### config.mk
export PLATFORM = sky130hd
export DESIGN_NAME = rs232_tx_flat
export DESIGN_NICKNAME = d
export VERILOG_FILES = /design/src/rtl/rs232_tx_if.sv /design/src/rtl/rs232_tx.sv /design/src/flat_wrapper.sv
export SDC_FILE = /design/constraint.sdc
export NUM_CORES = 1
export LEC_CHECK = 0
export BUFFER_PORTS_ARGS = -buffer_cell sky130_fd_sc_hd__buf_2
export CORE_MARGIN = 2
export CORE_UTILIZATION = 56
export CTS_CLUSTER_DIAMETER = 50
export DETAILED_ROUTE_END_ITERATION = 8
export PLACE_DENSITY = 0.75
export SLEW_MARGIN = 15
export SYNTH_ARGS = -nofsm -noshare
export SYNTH_HDL_FRONTEND = slang
export SYNTH_SLANG_ARGS = --single-unit
### constraint.sdc
create_clock -name clk -period 3.95 [get_ports clk]
set_clock_uncertainty 0.15 [all_clocks]
set_input_delay 0.5925 -clock clk [delete_from_list [all_inputs] [get_ports clk]]
set_output_delay 0.5925 -clock clk [all_outputs]
set_load 0.005 [all_outputs]
### src/rtl/rs232_tx_if.sv
// Byte-write port of the serial transmitter: write strobe and data in,
// FIFO-full and transmitter-idle status out.
interface rs232_tx_if;
  logic       w;
  logic [7:0] d;
  logic       busy;
  logic       idle;

  modport master (output w, d, input busy, idle);
  modport slave  (input w, d, output busy, idle);
endinterface

### src/rtl/rs232_tx.sv
// 8N1 serial transmitter fed by a DEPTH-entry byte FIFO; frames leave back to
// back with no idle gap while bytes are queued.
module rs232_tx #(
  parameter int BAUD_DIV   = 434,
  parameter int DEPTH_LOG2 = 4
) (
  input  logic      clk,
  input  logic      rst,
  rs232_tx_if.slave bus,
  output logic      txd
);
  localparam int DEPTH = 2 ** DEPTH_LOG2;
  localparam int CNT_W = DEPTH_LOG2 + 1;
  localparam logic [CNT_W-1:0]      CNT_FULL    = CNT_W'(DEPTH);
  localparam logic [CNT_W-1:0]      CNT_ONE     = CNT_W'(1);
  localparam logic [CNT_W-1:0]      CNT_ZERO    = CNT_W'(0);
  localparam logic [DEPTH_LOG2-1:0] PTR_ONE     = DEPTH_LOG2'(1);
  localparam logic [DEPTH_LOG2-1:0] PTR_ZERO    = DEPTH_LOG2'(0);
  localparam logic [15:0]           BAUD_RELOAD = 16'(BAUD_DIV - 1);

  typedef enum logic [1:0] {
    IDLE  = 2'd0,
    START = 2'd1,
    DATA  = 2'd2,
    STOP  = 2'd3
  } state_t;

  logic [7:0]            mem_r [DEPTH];
  logic [DEPTH_LOG2-1:0] wr_ptr_r;
  logic [DEPTH_LOG2-1:0] rd_ptr_r;
  logic [CNT_W-1:0]      count_r;
  state_t                state_r;
  state_t                state_s;
  logic [15:0]           baud_cnt_r;
  logic [15:0]           baud_cnt_s;
  logic [2:0]            bit_idx_r;
  logic [2:0]            bit_idx_s;
  logic [7:0]            shift_r;
  logic [7:0]            shift_s;
  logic                  txd_r;
  logic                  txd_s;
  logic                  push_s;
  logic                  pop_s;
  logic                  fifo_empty_s;
  logic                  bit_end_s;

  // Next-state, line value and FIFO push/pop decode for the transmitter
  always_comb begin
    fifo_empty_s = (count_r == CNT_ZERO);
    // Fullness comes from the registered count, so a same-cycle pop never frees a slot
    push_s       = bus.w && (count_r != CNT_FULL);
    bit_end_s    = (baud_cnt_r == 16'd0);
    pop_s        = 1'b0;
    state_s      = state_r;
    bit_idx_s    = bit_idx_r;
    shift_s      = shift_r;
    txd_s        = txd_r;
    if (bit_end_s) begin
      baud_cnt_s = 16'd0;
    end else begin
      baud_cnt_s = baud_cnt_r - 16'd1;
    end

    case (state_r)
      IDLE: begin
        if (!fifo_empty_s) begin
          pop_s      = 1'b1;
          shift_s    = mem_r[rd_ptr_r];
          baud_cnt_s = BAUD_RELOAD;
          txd_s      = 1'b0;
          state_s    = START;
        end else begin
          txd_s      = 1'b1;
        end
      end
      START: begin
        if (bit_end_s) begin
          txd_s      = shift_r[0];
          bit_idx_s  = 3'd0;
          baud_cnt_s = BAUD_RELOAD;
          state_s    = DATA;
        end else begin
          txd_s      = 1'b0;
        end
      end
      DATA: begin
        if (bit_end_s) begin
          baud_cnt_s = BAUD_RELOAD;
          if (bit_idx_r != 3'd7) begin
            shift_s   = {1'b0, shift_r[7:1]};
            bit_idx_s = bit_idx_r + 3'd1;
            txd_s     = shift_r[1];
          end else begin
            txd_s     = 1'b1;
            state_s   = STOP;
          end
        end else begin
          txd_s = shift_r[0];
        end
      end
      STOP: begin
        if (bit_end_s) begin
          if (!fifo_empty_s) begin
            pop_s      = 1'b1;
            shift_s    = mem_r[rd_ptr_r];
            baud_cnt_s = BAUD_RELOAD;
            txd_s      = 1'b0;
            state_s    = START;
          end else begin
            txd_s      = 1'b1;
            state_s    = IDLE;
          end
        end else begin
          txd_s = 1'b1;
        end
      end
      default: begin
        txd_s   = 1'b1;
        state_s = IDLE;
      end
    endcase
  end

  // Transmitter registers and FIFO pointers/count
  always_ff @(posedge clk) begin
    if (rst) begin
      state_r    <= IDLE;
      txd_r      <= 1'b1;
      count_r    <= CNT_ZERO;
      wr_ptr_r   <= PTR_ZERO;
      rd_ptr_r   <= PTR_ZERO;
      baud_cnt_r <= 16'd0;
      bit_idx_r  <= 3'd0;
      shift_r    <= 8'd0;
    end else begin
      state_r    <= state_s;
      txd_r      <= txd_s;
      baud_cnt_r <= baud_cnt_s;
      bit_idx_r  <= bit_idx_s;
      shift_r    <= shift_s;
      if (push_s) begin
        wr_ptr_r <= wr_ptr_r + PTR_ONE;
      end
      if (pop_s) begin
        rd_ptr_r <= rd_ptr_r + PTR_ONE;
      end
      case ({push_s, pop_s})
        2'b10:   count_r <= count_r + CNT_ONE;
        2'b01:   count_r <= count_r - CNT_ONE;
        default: count_r <= count_r;
      endcase
    end
  end

  // FIFO storage; validity is tracked by pointers and count only
  always_ff @(posedge clk) begin
    if (push_s && !rst) begin
      mem_r[wr_ptr_r] <= bus.d;
    end
  end

  assign txd      = txd_r;
  assign bus.busy = (count_r == CNT_FULL);
  assign bus.idle = (state_r == IDLE) && (count_r == CNT_ZERO);
endmodule

### src/flat_wrapper.sv
// flat-port wrapper written by rule: the top's interface ports become plain ports
module rs232_tx_flat 
#(
  parameter int BAUD_DIV   = 434,
  parameter int DEPTH_LOG2 = 4
)
  (clk, rst, txd, bus_w, bus_d, bus_busy, bus_idle);
  rs232_tx_if bus_i ();
  input  logic clk;
  input  logic rst;
  output logic txd;
  input wire logic [$bits(bus_i.w)-1:0] bus_w;
  input wire logic [$bits(bus_i.d)-1:0] bus_d;
  output wire logic [$bits(bus_i.busy)-1:0] bus_busy;
  output wire logic [$bits(bus_i.idle)-1:0] bus_idle;
  assign bus_i.w = bus_w;
  assign bus_i.d = bus_d;
  assign bus_busy = bus_i.busy;
  assign bus_idle = bus_i.idle;
  rs232_tx #(.BAUD_DIV(BAUD_DIV), .DEPTH_LOG2(DEPTH_LOG2)) u_core (.clk(clk), .rst(rst), .bus(bus_i), .txd(txd));
endmodule
* Yosys cells after proc, flatten, opt, wreduce, memory -nomap -nowiden *
Memories as Yosys holds them, arrays and structs flattened. A register that Yosys moved wholly into a read port is not among the register bits.
Cells that the tools add are included.

storage, ports and cells
  output and inout bits = 3
  memories = 1
  register bits after elaboration = 43
  memory bits (writable) = 128

cells by class
  reduce and logical (&&, ||, !) cells = 14
  multiplexer cells = 35
  $add $sub $neg = 6
  equal/unequal tests = 14

memories
  memory        words  bits a word  read ports  clocked after Yosys merged registers in  wr ports  line            RTL
  u_core.mem_r  16     8            1           1                                        1         rs232_tx.sv:28  logic [7:0] mem_r [DEPTH];

operators by type and width
  kind                                                number
  two-way mux 16 bit                                  4
  case mux 16 bit (3 select lines)                    1
  two-way mux 8 bit                                   4
  case mux 8 bit (3 select lines)                     1
  logical NOT 16 bit                                  1
  subtractor 16 x 1 -> 16 bit, second input constant  1
  two-way mux 1 bit                                   10
  two-way mux 2 bit                                   5
  case mux 5 bit (2 select lines)                     1
  two-way mux 3 bit                                   3
  adder 4 x 1 -> 4 bit, second input constant         2
  two-way mux 4 bit                                   2
  != test 2 x 1 -> 1 bit, second input constant       4
  case mux 2 bit (4 select lines)                     1
  AND reduction 4 bit                                 2
  == test 2 bit, second input constant                3
  case mux 3 bit (2 select lines)                     1
  adder 5 x 1 -> 5 bit, second input constant         1
  == test 5 bit, second input constant                1
  logical NOT 5 bit                                   1
  != test 5 bit, second input constant                1
  AND reduction 5 bit                                 1
  subtractor 5 x 1 -> 5 bit, second input constant    1
  == test 2 x 1 -> 1 bit, second input constant       2
  other kinds (11)                                    15

* Longest topological paths before layout *
Gate-level depths: netlist of run 1.

  depth in word-level cells = 6
  mapped depth = 16

* Worst setup path after synthesis of run 1 *
Ideal clock, no wire load.

  kind = reg2reg
  start = register u_core.baud_cnt_r[0]
  end = register u_core.count_r[4]
  library setup time = 0.121 ns
  slack = -0.119 ns
  period minus slack after synthesis = 4.069 ns
  buffers on the path = 2
  required time = 3.679 ns
  cell stages (with the launch flop) = 17
  arrival = 3.798 ns
  path through = dfxtp_1 -> inv_1 -> ha_1 -> or4b_1 -> buf_4 -> nor4_2 -> o21ai_1 -> inv_1 -> ha_1 -> clkbuf_1 -> xor2_1 -> ha_1 -> or3b_2 -> a221o_1 -> nand3_1 -> mux2i_1 -> mux2_2

between the ends
  longest elaborated chain between the ends = 5
  elaborated cells between the ends (all ways) = 7
  classes of those cells = eq/ne: 2; mux: 3; reduce/logical: 2

RTL lines
  element                                                                       line             RTL
  from (decl)                                                                   rs232_tx.sv:34   logic [15:0] baud_cnt_r;
  from (signal assigned)                                                        rs232_tx.sv:138  baud_cnt_r <= baud_cnt_s;
  logical NOT 16 bit *                                                          rs232_tx.sv:52   bit_end_s = (baud_cnt_r == 16'd0);
  two-way mux 1 bit *                                                           rs232_tx.sv:102  if (bit_end_s) begin
  case mux 1 bit (2 select lines) *                                             rs232_tx.sv:64   case (state_r)
  net u_core.pop_s                                                              rs232_tx.sv:43   logic pop_s;
  == test 2 x 1 -> 1 bit / == test 2 bit (equally long branches)                rs232_tx.sv:147  case ({push_s, pop_s})
  case mux 5 bit (2 select lines) / nonzero test 2 bit (equally long branches)  n/a
  to (signal assigned)                                                          rs232_tx.sv:148  2'b10: count_r <= count_r + CNT_ONE;
  to (signal assigned)                                                          rs232_tx.sv:149  2'b01: count_r <= count_r - CNT_ONE;
  to (signal assigned)                                                          rs232_tx.sv:150  default: count_r <= count_r;
  to (decl)                                                                     rs232_tx.sv:31   logic [CNT_W-1:0] count_r;

Mark *: on every way through the listed nets, which the timed path passes. The rest lies on a longest branch.
A chain may end at the register's enable or synchronous reset.

* Worst setup path after layout of run 1 *
  start = register u_core.state_r[1]
  end = register u_core.count_r[4]

between the ends
  longest elaborated chain between the ends = 4
  elaborated cells between the ends (all ways) = 7
  classes of those cells = eq/ne: 3; mux: 2; reduce/logical: 2

RTL lines
  element                                                                       line             RTL
  from (decl)                                                                   rs232_tx.sv:32   state_t state_r;
  from (signal assigned)                                                        rs232_tx.sv:136  state_r <= state_s;
  == test 2 bit / logical NOT 2 bit (equally long branches)                     rs232_tx.sv:64
  case mux 1 bit (2 select lines) *                                             rs232_tx.sv:64
  net u_core.pop_s                                                              rs232_tx.sv:43
  == test 2 x 1 -> 1 bit / == test 2 bit (equally long branches)                rs232_tx.sv:147
  case mux 5 bit (2 select lines) / nonzero test 2 bit (equally long branches)  n/a

Marked as above.

==> impl_metrics.env, run 1 <==
export IMPL_synth_avg_cell_area_um2=14.2
export IMPL_drive_above_1_share_pct=18.8
export IMPL_path_class="flop to flop"
export IMPL_slew_headroom_pct=40.0
export IMPL_fin_crit_ns=3.76
export IMPL_timing_final_ws_setup_ns=0.188
export IMPL_clock_path_buffers=2
export IMPL_seq_area_frac_synth_pct=64.1
export IMPL_ys_types=53
export IMPL_r2r_slack_ns=0.19
export IMPL_critPathCaptureType="flop"
export IMPL_synth_seq_cells=175
export IMPL_synth_edf_count=128
export IMPL_cts_htree_levels=4
export IMPL_rsz0062_at_grt="false"
export IMPL_fill_cells=940
export IMPL_drt_wl_total_um=15000
export IMPL_cts_made_buffers=17
export IMPL_hold_buffers=0
export IMPL_first_iter_violations=435
export IMPL_vdd_drop_max_mv=0.451
export IMPL_antenna_found_initial=0
export IMPL_timing_fmax_mhz=266
export IMPL_dp_hpwl_um=9650
export IMPL_drt_pass1_iterations=5
export IMPL_clk_latency_ns=0.43
export IMPL_synthToLayoutAreaGrowth_pct=12.2
export IMPL_viasPerCell=6.04
export IMPL_p_leak_nw=2.82
export IMPL_final_util_pct=63.8
export IMPL_fin_nets=577
export IMPL_synth_top_cell_by_area="edfxtp_1"
export IMPL_chipWidth_um=119
export IMPL_synth_top_area_share_pct=51.5
export IMPL_cts_resized=0
export IMPL_grt_pass1_wl_um=24400
export IMPL_slew_viol_final=0
export IMPL_hp_class="flop to flop"
export IMPL_min_period_over_period_pct=95.2
export IMPL_grt_use_met3_pct=4.60
export IMPL_grt_use_met1_pct=30.1
export IMPL_place_gp_congestion=0.846
export IMPL_portBuffers=13
export IMPL_grt_overflow=0
export IMPL_ant_nets=0
export IMPL_grt_max_degree=44
export IMPL_maxCapViolCount=0
export IMPL_setup_viol=0
export IMPL_root_buffer="clkbuf_16"
export IMPL_diodes=0
export IMPL_vias=4463
export IMPL_cp_max_fo=7
export IMPL_fin_tns_setup_ns=0
export IMPL_status="finished, final reports clean"
export IMPL_rows=42
export IMPL_yosysWarnings=0
export IMPL_grt_use_total_pct=22.6
export IMPL_ys_flop_type="edfxtp_1"
export IMPL_post_place_ws_ns=0.277
export IMPL_synth_cells=527
export IMPL_grt_busiest_layer="met2"
export IMPL_core_um2=13100
export IMPL_clk_pin_slew_worst_paths_ns=0.07
export IMPL_worstPathRequired_ns=4.12
export IMPL_power_density_nw_per_um2=696
export IMPL_synth_area_leaders="edfxtp_1 51%, dfxtp_1 13%, mux4_2 9.6%"
export IMPL_clock_sinks=175
export IMPL_wire_per_inst_um=20.4
export IMPL_use_met2_pct=37.6
export IMPL_grt_pass1_vias=4591
export IMPL_initial_core_util_pct=56.8
export IMPL_async_reset_ff_share_pct=0
export IMPL_post_route_drc_count=0
export IMPL_die_area_um2=14300
export IMPL_cts_tree="yes"
export IMPL_arrival_ns=3.93
export IMPL_finalHoldViolations=0
export IMPL_synth_nets=554
export IMPL_cp_start_kind="flop"
export IMPL_cts_setup_buffers=0
export IMPL_die_h_um=119
export IMPL_ios=14
export IMPL_syn_area_um2=7470
export IMPL_worst_pin_slew_ns=0.898
[routing by layer]
metal / part of all wire (%) / routed length [um] / up-vias
met3: 4.1 / 613 / 18
met2: 52 / 7750 / 117
met4: 1.4 / 218 / 0
met5: 0 / 0 / -
li1: - / - / 2074
met1: 43 / 6460 / 2254
[flip-flops by register name, summed over array words and instances, names as in the netlist, named ones only]
register           cells
u_core.txd             1
u_core.wr_ptr_r        4
u_core.count_r         5
u_core.shift_r         8
u_core.mem_r         128
u_core.bit_idx_r       3
u_core.baud_cnt_r     16
u_core.rd_ptr_r        4
u_core.state_r         2
[cell type report]
cell class              instances  area (um2)  share of cell area, %
inverters                      21        78.8                  0.941
repair buffers                 34         223                   2.66
clock inverters                15         154                   1.84
well taps                     176         220                   2.63
clock buffers                  17         425                   5.08
multi-input cells             301        2490                   29.7
flip-flops and latches        175        4790                   57.1
[cells in the final DEF, fill, tap and decap left out, types with 15 or more instances in the layout]
master	count
mux4_2	32
buf_4	21
clkbuf_16	17
dfxtp_1	46
ha_1	16
nor3_1	15
nor2_1	54
inv_1	21
a211oi_1	15
o22ai_1	19
edfxtp_1	128
nand2_1	25
a21oi_1	18
[through the flow]
step	area, um2	instances	total power, mW	hold slack, ns
final	8380	739	5.83	0.314
after detailed placement	7800	707	4.21	0.301
after global routing	8380	739	6.15	0.327
after floorplan	7480	527	3.79	0.285
after CTS	8380	739	5.85	0.311
after global placement	7800	707	4.13	0.297
[cells in the mapped netlist, drive strengths merged, types with 3 or more instances]
master,number
o22ai,19
nor3,15
a21oi,18
inv,21
nor2,54
a211oi,15
or4,6
xnor2,10
mux2i,6
xor2,9
o21ai,10
ha,16
o21a,3
a221oi,5
nor4,6
nand2,25
nor2b,4
buf,12
dfxtp,47
or3,5
o211ai,4
edfxtp,128
mux4,32
nand2b,7
nand3,3
clkbuf,18
nor3b,3
[kinds of logic after synthesis]
kind of cell    synth area share (%)
flops                           64.1
simple gates                    9.50
compound gates                  8.06
buf+inv                         2.71
mux                             10.8
xor+xnor                        2.23
fa+ha+maj                       2.68
[power breakdown]
group / switching [mW] / total, mW / internal (mW)
combinational: 1.08 / 1.88 / 0.803
sequential: 0.170 / 2.31 / 2.14
clock: 0.748 / 1.64 / 0.891
[worst max-delay path, cell delays in order (launching register included)]
cell and delay [ns]:
dfxtp_1 0.40, ha_1 0.34, or4b_2 0.66, nor4_4 0.20, o21ai_1 0.11, inv_1 0.09
ha_1 0.18, xor2_1 0.08, ha_1 0.23, or3b_2 0.45, a221o_1 0.32, nand3_1 0.11
mux2i_1 0.08, mux2_2 0.27
[path summary, 6_finish.rpt]
check                          from                end  depth (start not counted)
setup / recovery  u_core.state_r[1]  u_core.count_r[4]                         13
hold / removal    u_core.shift_r[7]  u_core.shift_r[7]                          2
setup reg to reg  u_core.state_r[1]  u_core.count_r[4]                         13
hold reg to reg   u_core.shift_r[7]  u_core.shift_r[7]                          2
Note: power is estimated with default switching activity, not from simulation.
==> inputs of run 2 (changes only) <==
BUFFER_PORTS_ARGS = default   (was -buffer_cell sky130_fd_sc_hd__buf_2)
CORE_UTILIZATION = 57   (was 56)
DONT_BUFFER_PORTS = 1   (was default)
MAX_ROUTING_LAYER = met4   (was default)
==> run 2 against run 1 <==
Sequential power about the same. Register-to-register slack gained 0.11 ns. Critical path depth unchanged. Combinational power shrank 3%. Critical endpoint unchanged. Largest power group unchanged. Sequential share of layout area increased by 0.74 points. Global-route usage grew 0.13 points. Design area shrank 1.3%. Sequential cell count unchanged.
==> impl_metrics.env, run 2 (same netlist as run 1, synthesis figures left out) <==
export IMPL_dp_cells=684
export IMPL_fin_nets=558
export IMPL_grt_overflow=0
export IMPL_maxCapViolCount=0
export IMPL_clock_power_share_pct=28.7
export IMPL_initial_core_util_pct=58.7
export IMPL_first_iter_violations=440
export IMPL_synthToLayoutAreaGrowth_pct=10.7
export IMPL_fin_crit_ns=3.66
export IMPL_vias=4289
export IMPL_cts_htree_levels=4
export IMPL_grt_max_degree=44
export IMPL_dp_hpwl_um=9350
export IMPL_cp_common_cell="ha_1"
export IMPL_clk_pin_slew_worst_paths_ns=0.06
export IMPL_cp_max_fo=7
export IMPL_cts_setup_buffers=0
export IMPL_worst_pin_slew_ns=0.865
export IMPL_reg_largest_list="u_core.mem_r x128, u_core.baud_cnt_r x16, u_core.shift_r x8"
export IMPL_fin_cells=716
export IMPL_die_h_um=118
export IMPL_largest_register="u_core.mem_r"
export IMPL_core_um2=12700
export IMPL_cp_slowest_stage_delay_ns=0.65
export IMPL_cts_resized=0
export IMPL_die_area_um2=14000
export IMPL_cp_start_kind="flop"
export IMPL_hp_class="primary input to flop"
export IMPL_hold_buffers=0
export IMPL_clock_sinks=175
export IMPL_drt_pass1_iterations=5
export IMPL_min_period_over_period_pct=92.6
export IMPL_switching_share_pct=32.9
export IMPL_ios=14
export IMPL_crit_family="simple AND/OR/NAND/NOR gates"
export IMPL_arrival_ns=3.82
export IMPL_p_leak_nw=2.75
export IMPL_rsz0062_at_grt="false"
export IMPL_largest_reg_flops=128
export IMPL_drt_wl_total_um=14300
export IMPL_p_seq_share_pct=39.8
export IMPL_setup_viol=0
export IMPL_chipWidth_um=118
export IMPL_p_sw_mw=1.90
export IMPL_wire_per_inst_um=19.9
export IMPL_post_dp_cell_area_um2=7680
export IMPL_final_common_cell="edfxtp_1"
export IMPL_ant_nets=0
export IMPL_final_cell_mix="128 x edfxtp_1, 54 x nor2_1, 46 x dfxtp_1"
export IMPL_slew_headroom_pct=42.1
export IMPL_internal_power_mw=3.87
export IMPL_finalHoldViolations=0
export IMPL_slew_viol_final=0
export IMPL_vdd_drop_max_mv=0.493
export IMPL_cts_tree="yes"
export IMPL_finalInstanceArea_um2=8270
export IMPL_root_buffer="clkbuf_16"
export IMPL_fin_tns_setup_ns=0
export IMPL_clock_path_buffers=2
export IMPL_p_comb_share_pct=31.5
export IMPL_regArea_um2=4790
export IMPL_slowest_stage="or4b_2"
export IMPL_fill_cells=917
export IMPL_diodes=0
export IMPL_critPathCaptureType="flop"
export IMPL_power_density_nw_per_um2=698
export IMPL_grt_use_total_pct=22.8
export IMPL_grt_pass1_vias=4342
export IMPL_viasPerCell=5.99
export IMPL_portBuffers=0
export IMPL_multiInputGateArea_um2=2490
export IMPL_status="finished, final reports clean"
export IMPL_path_cells="ha_1, or4b_2, nor4_4, o21ai_1, inv_1, ha_1, xor2_1, ha_1, or3b_2, a221o_1, nand3_1, mux2i_1, mux2_2"
export IMPL_path_buf_inv=1
export IMPL_grt_pass1_wl_um=23300
export IMPL_final_util_pct=65.0
export IMPL_drive_above_1_share_pct=16.0
export IMPL_path_class="flop to flop"
export IMPL_clk_latency_ns=0.43
export IMPL_timing_fmax_mhz=273
export IMPL_cts_made_buffers=17
export IMPL_place_gp_congestion=0.838
export IMPL_worstPathRequired_ns=4.12
export IMPL_rows=41
export IMPL_post_route_drc_count=0
export IMPL_antenna_found_initial=0
-- run 2: cell type report --
| type | count | area share (%) |
|---|---|---|
| Clock buffer | 17 | 5.14 |
| Sequential cell | 175 | 57.9 |
| Clock inverter | 15 | 1.95 |
| Inverter | 21 | 0.953 |
| Tap cell | 172 | 2.60 |
| Multi-Input combinational cell | 301 | 30.1 |
| Timing Repair Buffer | 15 | 1.36 |
-- run 2: path summary, 6_finish.rpt --
check	to	start	depth (start not counted)	slack, ns
worst min register to register	u_core.shift_r[2]	u_core.shift_r[2]	2	0.30
worst max-delay path	u_core.count_r[4]	u_core.state_r[1]	13	0.29
worst min-delay path	u_core.baud_cnt_r[8]	rst	1	0.1
worst max register to register	u_core.count_r[4]	u_core.state_r[1]	13	0.29
-- run 2: power groups by stage --
stage	sequential (mW)	combinational [mW]	clock [mW]
detailed placement	2.34	1.80	0
global route	2.33	2.01	1.75
floorplan	2.27	1.52	0
global placement	2.33	1.76	0
CTS	2.30	1.82	1.67
finish	2.30	1.82	1.66
-- run 2: per-layer routing --
| metal | up-vias | share of wire [%] | track usage, % |
|---|---|---|---|
| met3 | 20 | 6.2 | 6.37 |
| met4 | 0 | 1.6 | 7.14 |
| li1 | 2034 | - | - |
| met1 | 2106 | 43 | 29.0 |
| met2 | 129 | 50 | 35.9 |
| met5 | - | 0 | - |
-- run 2: through the flow --
step,hold WS (ns),setup slack [ns],total power [mW]
after floorplan,0.285,0.0767,3.79
after global placement,0.286,0.354,4.08
after detailed placement,0.292,0.316,4.14
after CTS,0.0681,0.285,5.79
after global routing,0.0666,0.0869,6.09
final,0.0975,0.294,5.77
-- run 2: worst register-to-register path: stages (launching register included) --
cell	delay, ns
dfxtp_1	0.37
ha_1	0.31
or4b_2	0.65
nor4_4	0.23
o21ai_1	0.13
inv_1	0.08
ha_1	0.17
xor2_1	0.07
ha_1	0.23
or3b_2	0.44
a221o_1	0.31
nand3_1	0.09
mux2i_1	0.07
mux2_2	0.26
